File: config.mk
export PLATFORM = sky130hd
export DESIGN_NAME = alu_writeback
export DESIGN_NICKNAME = d
export VERILOG_FILES = /design/src/rtl/opcodes_pkg.sv /design/src/rtl/wb_skid_buffer.sv /design/src/rtl/alu_writeback.sv
export SDC_FILE = /design/constraint.sdc
export NUM_CORES = 1
export LEC_CHECK = 0
export ABC_AREA = 1
export BUFFER_PORTS_ARGS = -buffer_cell sky130_fd_sc_hd__buf_2
export CAP_MARGIN = 10
export CORE_UTILIZATION = 49
export CTS_BUF_LIST = sky130_fd_sc_hd__clkbuf_16
export CTS_CLUSTER_DIAMETER = 80
export DETAILED_ROUTE_END_ITERATION = 8
export GPL_TIMING_DRIVEN = 0
export PLACE_DENSITY = 0.75
export SLEW_MARGIN = 15
export SYNTH_ARGS = -nofsm -noshare
export SYNTH_HDL_FRONTEND = slang
export SYNTH_SLANG_ARGS = --single-unit
export TNS_END_PERCENT = 100
File: constraint.sdc
create_clock -name Clock -period 2.3 [get_ports Clock]
set_input_delay 0.345 -clock Clock [delete_from_list [all_inputs] [get_ports Clock]]
set_output_delay 0.345 -clock Clock [all_outputs]
set_load 0.03 [all_outputs]
File: src/rtl/opcodes_pkg.sv
// Shared ALU/writeback definitions.
// Flag bit indices and branch condition encoding.
`ifndef OPCODES_FLAGS_SVH
`define OPCODES_FLAGS_SVH
`define FLAGS_Z 0
`define FLAGS_N 1
`define FLAGS_C 2
`define FLAGS_V 3
`endif

package opcodes;

  localparam int FLAGS_W = 4;
  localparam int DATA_W  = 16;

  typedef enum logic [2:0] {
    AL = 3'd0,
    EQ = 3'd1,
    NE = 3'd2,
    CS = 3'd3,
    CC = 3'd4,
    MI = 3'd5,
    PL = 3'd6,
    LT = 3'd7
  } cond_t;

endpackage

File: src/rtl/wb_skid_buffer.sv
// Small circular buffer between the ALU result
// and the register-file write port.
module wb_skid_buffer #(
  parameter int W     = 20,
  parameter int DEPTH = 2
) (
  input  logic         clk,
  input  logic         rst_n,
  input  logic         flush,
  input  logic         push,
  input  logic         pop,
  input  logic [W-1:0] din,
  output logic [W-1:0] dout,
  output logic         valid,
  output logic         ready
);

  localparam int PW = $clog2(DEPTH);
  localparam int CW = $clog2(DEPTH + 1);
  localparam logic [CW-1:0] FULL = CW'(DEPTH);

  logic [W-1:0]  mem [DEPTH];
  logic [PW-1:0] wp;
  logic [PW-1:0] rp;
  logic [CW-1:0] cnt;
  logic [CW-1:0] cnt_n;

  always_comb begin
    cnt_n = cnt;
    unique case ({push, pop})
      2'b10:   cnt_n = cnt + CW'(1);
      2'b01:   cnt_n = cnt - CW'(1);
      default: cnt_n = cnt;
    endcase
  end

  always_ff @(posedge clk) begin
    if (!rst_n) begin
      for (int i = 0; i < DEPTH; i++)
        mem[i] <= '0;
      wp    <= '0;
      rp    <= '0;
      cnt   <= '0;
      ready <= 1'b1;
    end else if (flush) begin
      wp    <= '0;
      rp    <= '0;
      cnt   <= '0;
      ready <= 1'b1;
    end else begin
      if (push) begin
        mem[wp] <= din;
        wp      <= wp + PW'(1);
      end
      if (pop)
        rp <= rp + PW'(1);
      cnt   <= cnt_n;
      ready <= (cnt_n < FULL);
    end
  end

  assign dout  = mem[rp];
  assign valid = (cnt != '0);

endmodule

File: src/rtl/alu_writeback.sv
// Execute-to-writeback stage: status register,
// branch condition evaluation and result buffering.
module alu_writeback
  import opcodes::*;
#(
  parameter int DEPTH = 2,
  parameter int AW    = 3
) (
  input  logic          Clock,
  input  logic          nReset,
  input  logic          InValid,
  output logic          InReady,
  input  logic [15:0]   InResult,
  input  logic [3:0]    InFlags,
  input  logic [AW-1:0] InDest,
  input  logic          InWrEn,
  input  logic          InSetFlags,
  input  logic          Flush,
  output logic          WbValid,
  input  logic          WbReady,
  output logic [15:0]   WbData,
  output logic [AW-1:0] WbAddr,
  output logic          WbWe,
  output logic [3:0]    Status,
  output logic          CarryIn,
  input  logic [2:0]    CondSel,
  output logic          CondTrue
);

  localparam int PW = DATA_W + AW + 1;

  logic          accept;
  logic          pop;
  logic [PW-1:0] head;

  assign accept = InValid && InReady && !Flush && nReset;
  assign pop    = WbValid && WbReady && !Flush;

  wb_skid_buffer #(
    .W     (PW),
    .DEPTH (DEPTH)
  ) u_buf (
    .clk   (Clock),
    .rst_n (nReset),
    .flush (Flush),
    .push  (accept),
    .pop   (pop),
    .din   ({InResult, InDest, InWrEn}),
    .dout  (head),
    .valid (WbValid),
    .ready (InReady)
  );

  assign {WbData, WbAddr, WbWe} = head;

  // Flags track the youngest accepted beat, not the writeback order.
  always_ff @(posedge Clock) begin
    if (!nReset)
      Status <= '0;
    else if (accept && InSetFlags)
      Status <= InFlags;
  end

  assign CarryIn = Status[`FLAGS_C];

  always_comb begin
    CondTrue = 1'b1;
    unique case (cond_t'(CondSel))
      AL: CondTrue = 1'b1;
      EQ: CondTrue = Status[`FLAGS_Z];
      NE: CondTrue = !Status[`FLAGS_Z];
      CS: CondTrue = Status[`FLAGS_C];
      CC: CondTrue = !Status[`FLAGS_C];
      MI: CondTrue = Status[`FLAGS_N];
      PL: CondTrue = !Status[`FLAGS_N];
      LT: CondTrue = Status[`FLAGS_N] ^ Status[`FLAGS_V];
    endcase
  end

endmodule

==> run metrics <==
pin count of the biggest net entering global routing=21; synth unique cells=19; R2R cell count=5; Root Buffer=clkbuf_16; Worst path max stage delay=660 ps; Register Area=1400 um^2; DP Area=2730 um^2; CTS clk-pin slew, worst paths=60 ps; GRT Total Usage=16.3%; hold_sp=nReset; GRT overflow=0; min Tclk post-route=2000 ps; area of the multi-input gates=719 um^2; Max FO, Critical Path=20; H-tree levels=2; hold_buf cts=0; clk sinks=50; hold worst-path end=Status[3]; Die H=71.5 um; most instantiated cells after synthesis=inv_1 (44), nor2_1 (41), edfxtp_1 (40); Mapped Area=2370 um^2; outcome=complete, no violations; CTS-repair resized insts=0; top cells by area, synth=edfxtp_1 (51%), mux2_2 (9.5%), dfxtp_1 (8.5%); Final ANT Viol Nets=0; Max Slew Vio Count=0; Die Footprint=5110 um^2; initial detailed-routing violation count=105; asr flop ratio synth=0%; Post-synth EDFFs=40; I/O pins=61; most frequent CP cell=nand2_1; first-pass GRT wire length=6180 um; number of max-cap violations=0; Flop pwr share=47.4%; layout filler cell count=365; endpoints failing hold=0; worst r2r src=u_buf.ready; CP startpoint kind=register; worst skew pair latency=280 ps; dominant synthesized flop cell=edfxtp_1; Sw Share=21.0%; drt pass-1 iters=4; CTS tree=yes; clock power share=41.7%; Detailed Place HPWL=2660 um; final wirelength=3870 um; Num CTS Buffers=5; Antenna diodes=0; cell taking the most area after synthesis=edfxtp_1; Max-Slew Margin vs Limit=39.2%; RePlAce Congestion=0.727; core area=4500 um^2; Total Neg Setup Slack=0 ps; post-route clock period utilization=86.8%; floorplan row count=24; initial antenna violation count=0; Hold WC Path Type=in -> reg; unrepaired setup endpoints after global routing=false; Routed WL per cell=11.2 um; R2R Path End=u_buf.mem[0][9]; setup violators final=0; Hold Path Depth=3; layout cells sized above 1=38.1%; Post-CTS Setup Repair Bufs=0; R2R Setup Slk=300 ps; YS warnings=0; critical path required time=2200 ps; Avg Inst Size Synth=10.4 um^2; Post-Synthesis Net Count=261; die width=71.5 um; worst path cell trace=nand2_1 -> nor2_8 -> nand2_4 -> buf_6 -> nand2_1; slowest CP cell=nand2_1; Area growth syn-to-layout=23.2%; synthesized flop and latch total=50; Net Switching=0.000457 W; Pwr Density=747 nW/um^2; measured slew at the worst slew-check pin=910 ps; vias in the first global route=1427; most common cell in the netlist=inv_1; Final nets=327; LEAKAGE=1.43 nW; fin area=2920 um^2; CP endpoint kind=register; combinational power share=10.9%; WS Path Type=reg -> reg; Synth top area share=50.7%; VDD IR max=0.000327 V; IO buf count=59; Via density=4.66; clock skew=4.10 ps; Remaining DRCs=0; Vias=1612; register area share after synthesis=59.2%; Initial Util=52.6%; Clock Path Buffers=2; Post-Syn Instances=227; P_int=0.00172 W; data arrival time of the worst path=1900 ps; Peak Freq=501 MHz
==> layout by cell type (no fill, tap or decap) <==
cell / n
nor2_1: 41
nor2_2: 9
inv_1: 44
nor2_8: 1
nand3_1: 7
bufinv_16: 2
dfxtp_1: 10
buf_6: 5
ha_1: 1
nand2_4: 3
o21ai_0: 3
buf_4: 1
nand3_2: 1
edfxtp_1: 40
inv_2: 2
buf_2: 61
clkinv_1: 1
a21oi_1: 3
clkbuf_16: 5
nor2_4: 2
mux2_2: 20
nand2_1: 32
==> worst max path at each step <==
stage                      startpoint                to  cells past startpoint
final                     u_buf.ready   u_buf.mem[0][9]                      5
after floorplan           u_buf.ready   u_buf.mem[1][0]                      5
after global placement        InValid   u_buf.mem[1][6]                      6
after CTS                 u_buf.ready  u_buf.mem[1][15]                      5
after global routing      u_buf.ready  u_buf.mem[1][15]                      5
after detailed placement      InValid   u_buf.mem[1][6]                      6
==> metal layers <==
layer	GRT usage [%]	vias up	routed length (um)
met5	0	-	0
met1	19.0	716	1710
met2	28.1	51	1940
met4	5.88	0	24
met3	5.63	2	191
li1	-	843	-
==> state kept, by name (all words and copies together), names as in the netlist, named ones only <==
name / count
u_buf.rp: 1
u_buf.cnt: 1
Status: 4
u_buf.mem: 40
u_buf.ready: 1
u_buf.wp: 1
==> area by class of cell <==
| type | instances | share of cell area, % |
|---|---|---|
| multi-input cells | 123 | 24.7 |
| flip-flops and latches | 50 | 48.0 |
| well taps | 52 | 2.23 |
| repair buffers | 59 | 10.1 |
| inverters | 46 | 5.92 |
| plain buffers | 8 | 2.53 |
| clock buffers | 5 | 4.29 |
| clock inverters | 3 | 2.19 |
==> through the flow <==
stage	std cells	power (W)	setup WS, ps	utilization [%]	hold WS (ps)
5_1_grt	346	0.00226	197	64.8	321
3_5_place_dp	338	0.00129	215	60.6	485
4_1_cts	346	0.00219	287	64.8	315
6_report	346	0.00218	303	64.8	320
2_1_floorplan	227	0.00121	359	-	461
3_3_place_gp	338	0.00128	237	60.6	481
==> kinds of logic (layout without fill, tap and decap cells) <==
logic type	Yosys count	after routing	share of synthesized area (%)
compound gates	6	6	1.27
flops	50	50	59.2
mux	20	20	9.51
buf+inv	54	121	10.4
fa+ha+maj	1	1	0.528
simple gates	96	96	19.1
==> critical path: cells and delay by family (launching register included) <==
| kind | cells | cell delay, ps |
|---|---|---|
| flip-flops | 1 | 340 |
| AND/OR/NAND/NOR | 4 | 1120 |
| buffers and inverters | 1 | 140 |
==> power groups by stage <==
stage / clock network (W) / logic [W] / registers [W]
after floorplan: 0 / 0.000158 / 0.00105
after detailed placement: 0 / 0.000237 / 0.00105
after global routing: 0.000970 / 0.000257 / 0.00104
final: 0.000909 / 0.000236 / 0.00103
after CTS: 0.000919 / 0.000238 / 0.00103
after global placement: 0 / 0.000234 / 0.00105
Power figures use the tool's default switching activity.
